### config.mk
export PLATFORM = sky130hd
export DESIGN_NAME = id_ex_lanes_flat
export DESIGN_NICKNAME = d
export VERILOG_FILES = /design/src/rtl/id_ex_lanes_if.sv /design/src/rtl/id_ex_lanes.sv /design/src/flat_wrapper.sv
export SDC_FILE = /design/constraint.sdc
export NUM_CORES = 1
export LEC_CHECK = 0
export ABC_AREA = 1
export ABC_CLOCK_PERIOD_IN_PS = 4000
export CORE_MARGIN = 8
export CORE_UTILIZATION = 53
export CTS_BUF_LIST = sky130_fd_sc_hd__clkbuf_16
export DETAILED_ROUTE_END_ITERATION = 10
export PLACE_DENSITY = 0.94
export SLEW_MARGIN = 5
export SYNTH_ARGS = -nofsm -noshare
export SYNTH_HDL_FRONTEND = slang
export SYNTH_SLANG_ARGS = --single-unit
### constraint.sdc
create_clock -name clk -period 4 [get_ports clk]
set_input_delay 0.4 -clock clk [delete_from_list [all_inputs] [get_ports clk]]
set_output_delay 0.4 -clock clk [all_outputs]
set_load 0.01 [all_outputs]
### src/rtl/id_ex_lanes_if.sv
// Decode-to-execute bus for the ID/EX pipeline register: one issue group of
// LANES instructions with ready/valid handshakes on both sides.
interface id_ex_lanes_if #(
    parameter int LANES = 2,
    parameter int DW    = 32,
    parameter int PCW   = 32
) ();
    logic                  in_valid;
    logic                  in_ready;
    logic [PCW-1:0]        in_pc;
    logic [LANES*DW-1:0]   in_instr;
    logic [LANES-1:0]      in_lane_valid;

    logic                  out_valid;
    logic                  out_ready;
    logic [PCW-1:0]        out_pc;
    logic [LANES*DW-1:0]   out_instr;
    logic [LANES-1:0]      out_lane_valid;

    logic                  flush;
    logic [LANES-1:0]      kill_lanes;
    logic [1:0]            occupancy;

    // Pipeline register side.
    modport slave (
        input  in_valid, in_pc, in_instr, in_lane_valid,
        output in_ready,
        output out_valid, out_pc, out_instr, out_lane_valid,
        input  out_ready,
        input  flush, kill_lanes,
        output occupancy
    );

    // Decode/execute side, as seen by whoever drives the register.
    modport master (
        output in_valid, in_pc, in_instr, in_lane_valid,
        input  in_ready,
        input  out_valid, out_pc, out_instr, out_lane_valid,
        output out_ready,
        output flush, kill_lanes,
        input  occupancy
    );
endinterface

### src/rtl/id_ex_lanes.sv
// ID/EX pipeline register for LANES issue slots: main slot plus one-entry skid
// so in_ready comes straight from a flop. Supports flush, lane kill and squash.
module id_ex_lanes #(
    parameter int LANES = 2,
    parameter int DW    = 32,
    parameter int PCW   = 32
) (
    input logic         clk,
    input logic         reset,
    id_ex_lanes_if.slave bus
);

    typedef struct packed {
        logic                valid;
        logic [PCW-1:0]      pc;
        logic [LANES*DW-1:0] instr;
        logic [LANES-1:0]    lane_valid;
    } slot_t;

    localparam slot_t SLOT_EMPTY = '0;

    slot_t main_q, main_d;
    slot_t skid_q, skid_d;
    slot_t in_slot;
    logic  accept;
    logic  drain;

    // An all-invalid group still handshakes but is never stored.
    assign accept = bus.in_valid & ~skid_q.valid & ~bus.flush & (|bus.in_lane_valid);
    assign drain  = main_q.valid & bus.out_ready;

    always_comb begin
        in_slot = '{valid: 1'b1, pc: bus.in_pc, instr: bus.in_instr,
                    lane_valid: bus.in_lane_valid};
        // NOTE: every next-state value is defaulted to its current value first,
        // so no path through this block can leave a latch behind.
        main_d = main_q;
        skid_d = skid_q;

        if (bus.flush) begin
            main_d = SLOT_EMPTY;
            skid_d = SLOT_EMPTY;
        end else begin
            if (!main_q.valid || drain) begin
                if (skid_q.valid) begin
                    main_d = skid_q;
                    if (accept) skid_d = in_slot;
                    else        skid_d.valid = 1'b0;
                end else if (accept) begin
                    main_d = in_slot;
                end else begin
                    main_d.valid = 1'b0;
                end
            end else if (accept) begin
                skid_d = in_slot;
            end

            // Killed groups stay valid and issue as bubbles.
            if (main_d.valid) main_d.lane_valid = main_d.lane_valid & ~bus.kill_lanes;
            if (skid_d.valid) skid_d.lane_valid = skid_d.lane_valid & ~bus.kill_lanes;
        end
    end

    always_ff @(posedge clk) begin
        // NOTE: payload fields are reset too, not just the valid bits, because
        // out_* must read zero straight after reset.
        if (reset) begin
            // NOTE: non-blocking assignments so every flop samples pre-edge values.
            main_q <= SLOT_EMPTY;
            skid_q <= SLOT_EMPTY;
        end else begin
            main_q <= main_d;
            skid_q <= skid_d;
        end
    end

    assign bus.in_ready       = ~skid_q.valid;
    assign bus.out_valid      = main_q.valid;
    assign bus.out_pc         = main_q.pc;
    assign bus.out_instr      = main_q.instr;
    assign bus.out_lane_valid = main_q.lane_valid;
    assign bus.occupancy      = {1'b0, main_q.valid} + {1'b0, skid_q.valid};

endmodule

### src/flat_wrapper.sv
// flat-port wrapper written by rule: the top's interface ports become plain ports
module id_ex_lanes_flat 
#(
    parameter int LANES = 2,
    parameter int DW    = 32,
    parameter int PCW   = 32
)
  (clk, reset, bus_in_valid, bus_in_pc, bus_in_instr, bus_in_lane_valid, bus_in_ready, bus_out_valid, bus_out_pc, bus_out_instr, bus_out_lane_valid, bus_out_ready, bus_flush, bus_kill_lanes, bus_occupancy);
  id_ex_lanes_if #(.LANES(LANES), .DW(DW), .PCW(PCW)) bus_i ();
  input logic clk;
  input logic reset;
  input wire logic [$bits(bus_i.in_valid)-1:0] bus_in_valid;
  input wire logic [$bits(bus_i.in_pc)-1:0] bus_in_pc;
  input wire logic [$bits(bus_i.in_instr)-1:0] bus_in_instr;
  input wire logic [$bits(bus_i.in_lane_valid)-1:0] bus_in_lane_valid;
  output wire logic [$bits(bus_i.in_ready)-1:0] bus_in_ready;
  output wire logic [$bits(bus_i.out_valid)-1:0] bus_out_valid;
  output wire logic [$bits(bus_i.out_pc)-1:0] bus_out_pc;
  output wire logic [$bits(bus_i.out_instr)-1:0] bus_out_instr;
  output wire logic [$bits(bus_i.out_lane_valid)-1:0] bus_out_lane_valid;
  input wire logic [$bits(bus_i.out_ready)-1:0] bus_out_ready;
  input wire logic [$bits(bus_i.flush)-1:0] bus_flush;
  input wire logic [$bits(bus_i.kill_lanes)-1:0] bus_kill_lanes;
  output wire logic [$bits(bus_i.occupancy)-1:0] bus_occupancy;
  assign bus_i.in_valid = bus_in_valid;
  assign bus_i.in_pc = bus_in_pc;
  assign bus_i.in_instr = bus_in_instr;
  assign bus_i.in_lane_valid = bus_in_lane_valid;
  assign bus_in_ready = bus_i.in_ready;
  assign bus_out_valid = bus_i.out_valid;
  assign bus_out_pc = bus_i.out_pc;
  assign bus_out_instr = bus_i.out_instr;
  assign bus_out_lane_valid = bus_i.out_lane_valid;
  assign bus_i.out_ready = bus_out_ready;
  assign bus_i.flush = bus_flush;
  assign bus_i.kill_lanes = bus_kill_lanes;
  assign bus_occupancy = bus_i.occupancy;
  id_ex_lanes #(.LANES(LANES), .DW(DW), .PCW(PCW)) u_core (.clk(clk), .reset(reset), .bus(bus_i));
endmodule
==> flow_summary.ini, run 1 <==
[global_route]
first_global_vias = 8271
gr-total-overflow = 0
grt_max_degree = 100
grt_use_total = 0.249
antenna_found_initial = 1
grt_pass1_wl_mm = 41.3

[die]
fp.dieH_um = 142
rows = 46
coreArea_um2 = 15700
start_util = 0.536
io_pins = 207
fp.dieW_um = 142
fp.dieArea_um2 = 20200

[routing]
drtPass1Iterations = 5
wl_met3_mm = 2.46
top_layer_used = met4
avgViaCountPerCell = 5.57
wl_met1_mm = 10.5
routed-wl-met2_mm = 12.1
totalWireLength_mm = 25.6
drtAntennaViolNets = 0
drc = 0
wl_per_cell_um = 16.2
drt_iter0_markers = 876
num_vias = 8796

[pwr]
p_int_w = 0.00298
p_clk_frac = 0.387
vdd_ir_drop_max_mv = 0.265
p_comb_frac = 0.097
p_leak_nw = 3.93
p_per_area_nw_per_um2 = 357
p_sw_frac = 0.234
seqPwrFrac = 0.515
p_sw_w = 0.000911

[clock_network]
path_clk_slew_ns = 0.06
cts-resized-gates = 0
clk_path_buf_depth = 2
post_cts.repair.setup_buffers = 0
postCtsHoldBufs = 0
cts_root_buf = clkbuf_16
cts_buffers = 17
insertion_delay_ns = 0.43
cts.sinks = 198
cts_tree = done
htreeDepth = 4

[synth]
yosysWarnings = 0
synth-seq-cells = 198
synthTopCellsByCount = nand2_1 (491), dfxtp_1 (198), nand3_1 (187)
yosysMostFrequentCell = nand2_1
synth_nets = 1326
async_flop_share = 0
syn_avg_cell_area_um2 = 6.90
synth_edf_count = 0
yosysTopAreaCell = dfxtp_1
synth_top_flop_cell = dfxtp_1
synthTopCellsByArea = dfxtp_1 (47%), nand2_1 (22%), nand3_1 (11%)
yosysSeqAreaShare = 0.471
synth_cell_type_count = 21
synth_cells = 1220
syn_area_um2 = 8420
yosysTopAreaCellShare = 0.471

[placement]
portBuffers = 206
routabilityCongestion = 0.826
dpl.hpwl_mm = 15.5

[setup_path]
cp-end-kind = flip-flop
critPathMaxStageDelay_ns = 0.87
crit_arrival_ns = 2.87
critPathLaunchType = input port
cpLargestDelayFamily = buffers and inverters
crit_chain = clkdlybuf4s50_1 -> nor2_4 -> buf_4 -> nand3_1 -> nand2_1 -> nand2_1 -> a21oi_1
timing.rr.start = u_core.bus.out_valid
critPathMaxFanout = 99
rrSetupSlack_ns = 1.70
r2r_cells = 6
critical_path_class = in -> reg
path_common_cell = nand2_1
required_ns = 4.34
path_buf_inv = 2
cp_slowest_cell = buf_4
reg2reg_to = u_core.bus.out_instr[12]

[outcome]
outcome = finished clean

[worst_hold_path]
min_path_type = reg -> reg
min_to = u_core.bus.out_pc[28]
worst_hold_path.num_cells = 2
worstHoldStart = u_core.bus.out_pc[28]

[cells_and_area]
nets = 1460
nFillCells = 1241
area_delta_synth_final_pct = 29.7
drive_above_1_share = 0.0338

[timing]
rsz0062_at_grt = no
worst_slew_pin_slew_ns = 1.13
fin_skew_ns = 0.00862
setup_viol = 0
slew_headroom = 0.249
drv_slew = 0
clock.fmax_mhz = 395
hold_violations = 0
fin_crit_ns = 2.53
post-route-period-util = 0.633
timing.hold.ws_ns = 0.460
setup_tns_ns = 0

[run]
cap_violations = 0
## worst reg2reg max path: cells and delay by family (launching register included)
kind	cells	cell delay, ns
AOI/OAI and AO/OA	1	0.08
buffers and inverters	3	1.11
DFF	1	0.35
and+or+nand+nor	2	0.65
## power groups by stage
| stage | clock network [W] | logic (W) | registers, W |
|---|---|---|---|
| floorplan | 0 | 0.000166 | 0.00206 |
| global placement | 0 | 0.000368 | 0.00205 |
| detailed placement | 0 | 0.000373 | 0.00205 |
| CTS | 0.00154 | 0.000376 | 0.00201 |
| global route | 0.00162 | 0.000408 | 0.00201 |
| finish | 0.00151 | 0.000379 | 0.00201 |
## placed cells by master (no fill, tap or decap)
master	Yosys	layout
dfxtp_4	0	1
ha_1	1	1
inv_6	0	1
clkbuf_16	0	17
a31oi_1	1	1
inv_1	6	5
nand4_1	1	1
nand2_1	491	489
clkinvlp_4	0	2
clkinv_2	0	3
dfxtp_1	198	197
clkinv_1	1	4
o21ai_0	11	11
clkdlybuf4s50_1	0	206
diode_2	0	1
nand3_1	187	187
inv_2	2	2
buf_12	0	2
bufinv_16	0	1
nand2_2	1	1
a21oi_1	185	185
nor2_4	1	1
nand3_4	1	1
nor3_1	11	11
nand2_4	0	2
nor2_1	17	17
buf_4	8	12
## how the worst max path moves through the flow
stage                         startpoint  cells past startpoint                       end
global route                   bus_flush                      7  u_core.bus.out_instr[63]
floorplan           u_core.bus.out_valid                      7         u_core.skid_q[74]
global placement               bus_flush                      7          u_core.skid_q[0]
CTS                            bus_flush                      7  u_core.bus.out_instr[35]
detailed placement             bus_flush                      7  u_core.bus.out_instr[15]
finish                         bus_flush                      7  u_core.bus.out_instr[35]
## cell type report
type / instances / area, µm² / area share
diodes: 1 / 2.50 / 0.000229
multi-input cells: 908 / 3950 / 0.362
flip-flops and latches: 198 / 3970 / 0.363
clock buffers: 17 / 425 / 0.0390
inverters: 9 / 41.3 / 0.00378
well taps: 216 / 270 / 0.0247
clock inverters: 9 / 68.8 / 0.00630
repair buffers: 220 / 2190 / 0.201
## layer usage
| layer | GRT usage | vias up |
|---|---|---|
| met3 | 0.0678 | 40 |
| met1 | 0.308 | 4086 |
| met4 | 0.0955 | 0 |
| li1 | - | 4239 |
| met5 | 0 | - |
| met2 | 0.404 | 431 |
## sequential cells by signal (all words and copies together), names as in the netlist
register	count
u_core.bus.out_instr	64
u_core.skid_q	99
u_core.bus.out_pc	32
u_core.bus.out_lane_valid	2
u_core.bus.out_valid	1
## kinds of logic after synthesis
kind of cell | count (synthesis) | synth area share
AOI/OAI and AO/OA | 197 | 0.117
and+or+nand+nor | 710 | 0.349
adders and majority gates | 1 | 0.00149
buffers and inverters | 114 | 0.0612
DFF | 198 | 0.471
## through the flow
| step | total power [W] | std cells | utilization | instance area [µm²] | setup WS (ns) |
|---|---|---|---|---|---|
| floorplan | 0.00222 | 1220 | - | 8420 | 2.44 |
| global placement | 0.00242 | 1551 | 0.663 | 10400 | 1.16 |
| detailed placement | 0.00242 | 1551 | 0.663 | 10400 | 1.13 |
| CTS | 0.00392 | 1577 | 0.695 | 10900 | 1.55 |
| global route | 0.00403 | 1578 | 0.695 | 10900 | 1.32 |
| finish | 0.00389 | 1578 | 0.695 | 10900 | 1.47 |
(Power assumes the default switching activity.)
==> inputs of run 2 (changes only) <==
ABC_CLOCK_PERIOD_IN_PS = 2500   (was 4000)
CORE_UTILIZATION = 50   (was 53)
PLACE_DENSITY = 0.9   (was 0.94)
clock period = 2.5 ns   (was 4 ns; I/O delays follow)
==> run 2 against run 1 <==
First-iteration DRC count fell by 20%; utilization fell by 2.0 points; total power rose by 66%; clock-buffer cell count did not move; clock power rose by 73%; sequential power rose by 60%; critical path depth rose by 1; combinational power rose by 65%; die area rose by 5.3%; worst hold slack got worse by 0.056 ns; highest routed layer unchanged.
==> flow_summary.ini, run 2 (synthesized netlist as in run 1, its figures left out) <==
[timing]
rsz0062_at_grt = no
fin_crit_ns = 1.89
drv_slew = 0
slew_headroom = 0.270
setup_tns_ns = 0
worst_slew_pin_slew_ns = 1.10
hold_violations = 0
clock.fmax_mhz = 530
post-route-period-util = 0.755
fin_skew_ns = 0.00984
setup_viol = 0

[global_route]
grt_pass1_wl_mm = 40.9
antenna_found_initial = 1
gr-total-overflow = 0
grt_use_total = 0.229
first_global_vias = 8060
grt_max_degree = 100

[routing]
wl_per_cell_um = 15.6
totalWireLength_mm = 25.0
drtPass1Iterations = 5
num_vias = 8663
drtAntennaViolNets = 0
avgViaCountPerCell = 5.42
drc = 0
drt_iter0_markers = 699

[setup_path]
reg2reg_to = u_core.skid_q[87]
cp-endpoint = u_core.skid_q[87]
rrSetupSlack_ns = 0.61
critPathLaunchType = flip-flop
required_ns = 2.85
crit_arrival_ns = 2.24
r2r_cells = 8
critical_path_class = reg -> reg
crit_start = u_core.skid_q[98]
timing.rr.start = u_core.skid_q[98]
cp-end-kind = flip-flop
critPathMaxFanout = 42

[cells_and_area]
nFillCells = 1326
largest_reg_flops = 99
mostFrequentLayoutCells = nand2_1 (489), clkdlybuf4s50_1 (206), dfxtp_1 (197)
nets = 1470
final_common_cell = nand2_1
drive_above_1_share = 0.0472
area_delta_synth_final_pct = 32.4
final_area_um2 = 11100
largest-register = u_core.skid_q

[die]
fp.dieH_um = 146
io_pins = 207
coreArea_um2 = 16500
fp.dieArea_um2 = 21200
fp.dieW_um = 146
rows = 47
start_util = 0.509

[placement]
dpl.hpwl_mm = 15.6
portBuffers = 206
routabilityCongestion = 0.817
dpl_cell_area_um2 = 10600

[clock_network]
cts_root_buf = clkbuf_16
insertion_delay_ns = 0.43
cts.sinks = 198
clk_path_buf_depth = 2
post_cts.repair.setup_buffers = 0
htreeDepth = 4
cts_tree = done
postCtsHoldBufs = 0
cts-resized-gates = 0
cts_buffers = 17
path_clk_slew_ns = 0.08

[worst_hold_path]
min_path_type = in -> reg

[pwr]
vdd_ir_drop_max_mv = 0.472
power_w = 0.00645
p_per_area_nw_per_um2 = 578
p_leak_nw = 4.04

[outcome]
outcome = finished clean

[run]
cap_violations = 0
-- run 2: changes by cell type in the layout (fill, tap and decap cells not counted), moves of 2 or more --
cell,before,now
buf_4,12,15
clkinv_2,3,5
clkinv_1,4,1
buf_12,2,9
inv_6,1,5
-- run 2: routing by layer --
layer | GRT usage | part of all wire
met1 | 0.286 | 0.41
met2 | 0.360 | 0.47
met3 | 0.0762 | 0.10
met4 | 0.0822 | 0.020
met5 | 0 | 0
-- run 2: worst min path at each step --
stage | startpoint | to | slack (ns) | cells after the start
finish | bus_in_pc[25] | u_core.skid_q[91] | 0.40 | 3
CTS | bus_in_pc[17] | u_core.skid_q[83] | 0.39 | 3
global placement | u_core.bus.out_instr[26] | u_core.bus.out_instr[26] | 0.45 | 2
floorplan | bus_in_instr[61] | u_core.skid_q[63] | 0.40 | 2
detailed placement | u_core.bus.out_instr[39] | u_core.bus.out_instr[39] | 0.45 | 2
global route | bus_in_pc[23] | u_core.skid_q[89] | 0.40 | 3
-- run 2: power by group --
part	switching, W	total [W]	internal (W)
sequential	0.0000195	0.00321	0.00319
combinational	0.000337	0.000624	0.000287
clock	0.00123	0.00261	0.00138
-- run 2: through the flow --
| stage | hold WS [ns] | std cells | util | setup WS [ns] |
|---|---|---|---|---|
| floorplan | 0.397 | 1220 | - | 0.943 |
| global placement | 0.448 | 1565 | 0.641 | 0.364 |
| detailed placement | 0.452 | 1565 | 0.641 | 0.288 |
| CTS | 0.387 | 1597 | 0.674 | 0.633 |
| global route | 0.403 | 1598 | 0.675 | 0.445 |
| finish | 0.404 | 1598 | 0.675 | 0.612 |
-- run 2: cell type report --
cell class,count,area [µm²],share of cell area
diodes,1,2.50,0.000224
clock buffers,17,425,0.0382
clock inverters,15,128,0.0114
inverters,9,41.3,0.00370
multi-input cells,908,3950,0.355
flip-flops and latches,198,3970,0.356
well taps,220,275,0.0247
repair buffers,230,2350,0.211
-- run 2: critical path, stage by stage, from the launching register on --
cell and delay [ns]:
dfxtp_4 0.35, inv_2 0.10, nand2_2 0.08, nor2_4 0.14, nand3_4 0.25, clkinv_2 0.15
buf_4 0.41, nand2_1 0.12, a21oi_1 0.17
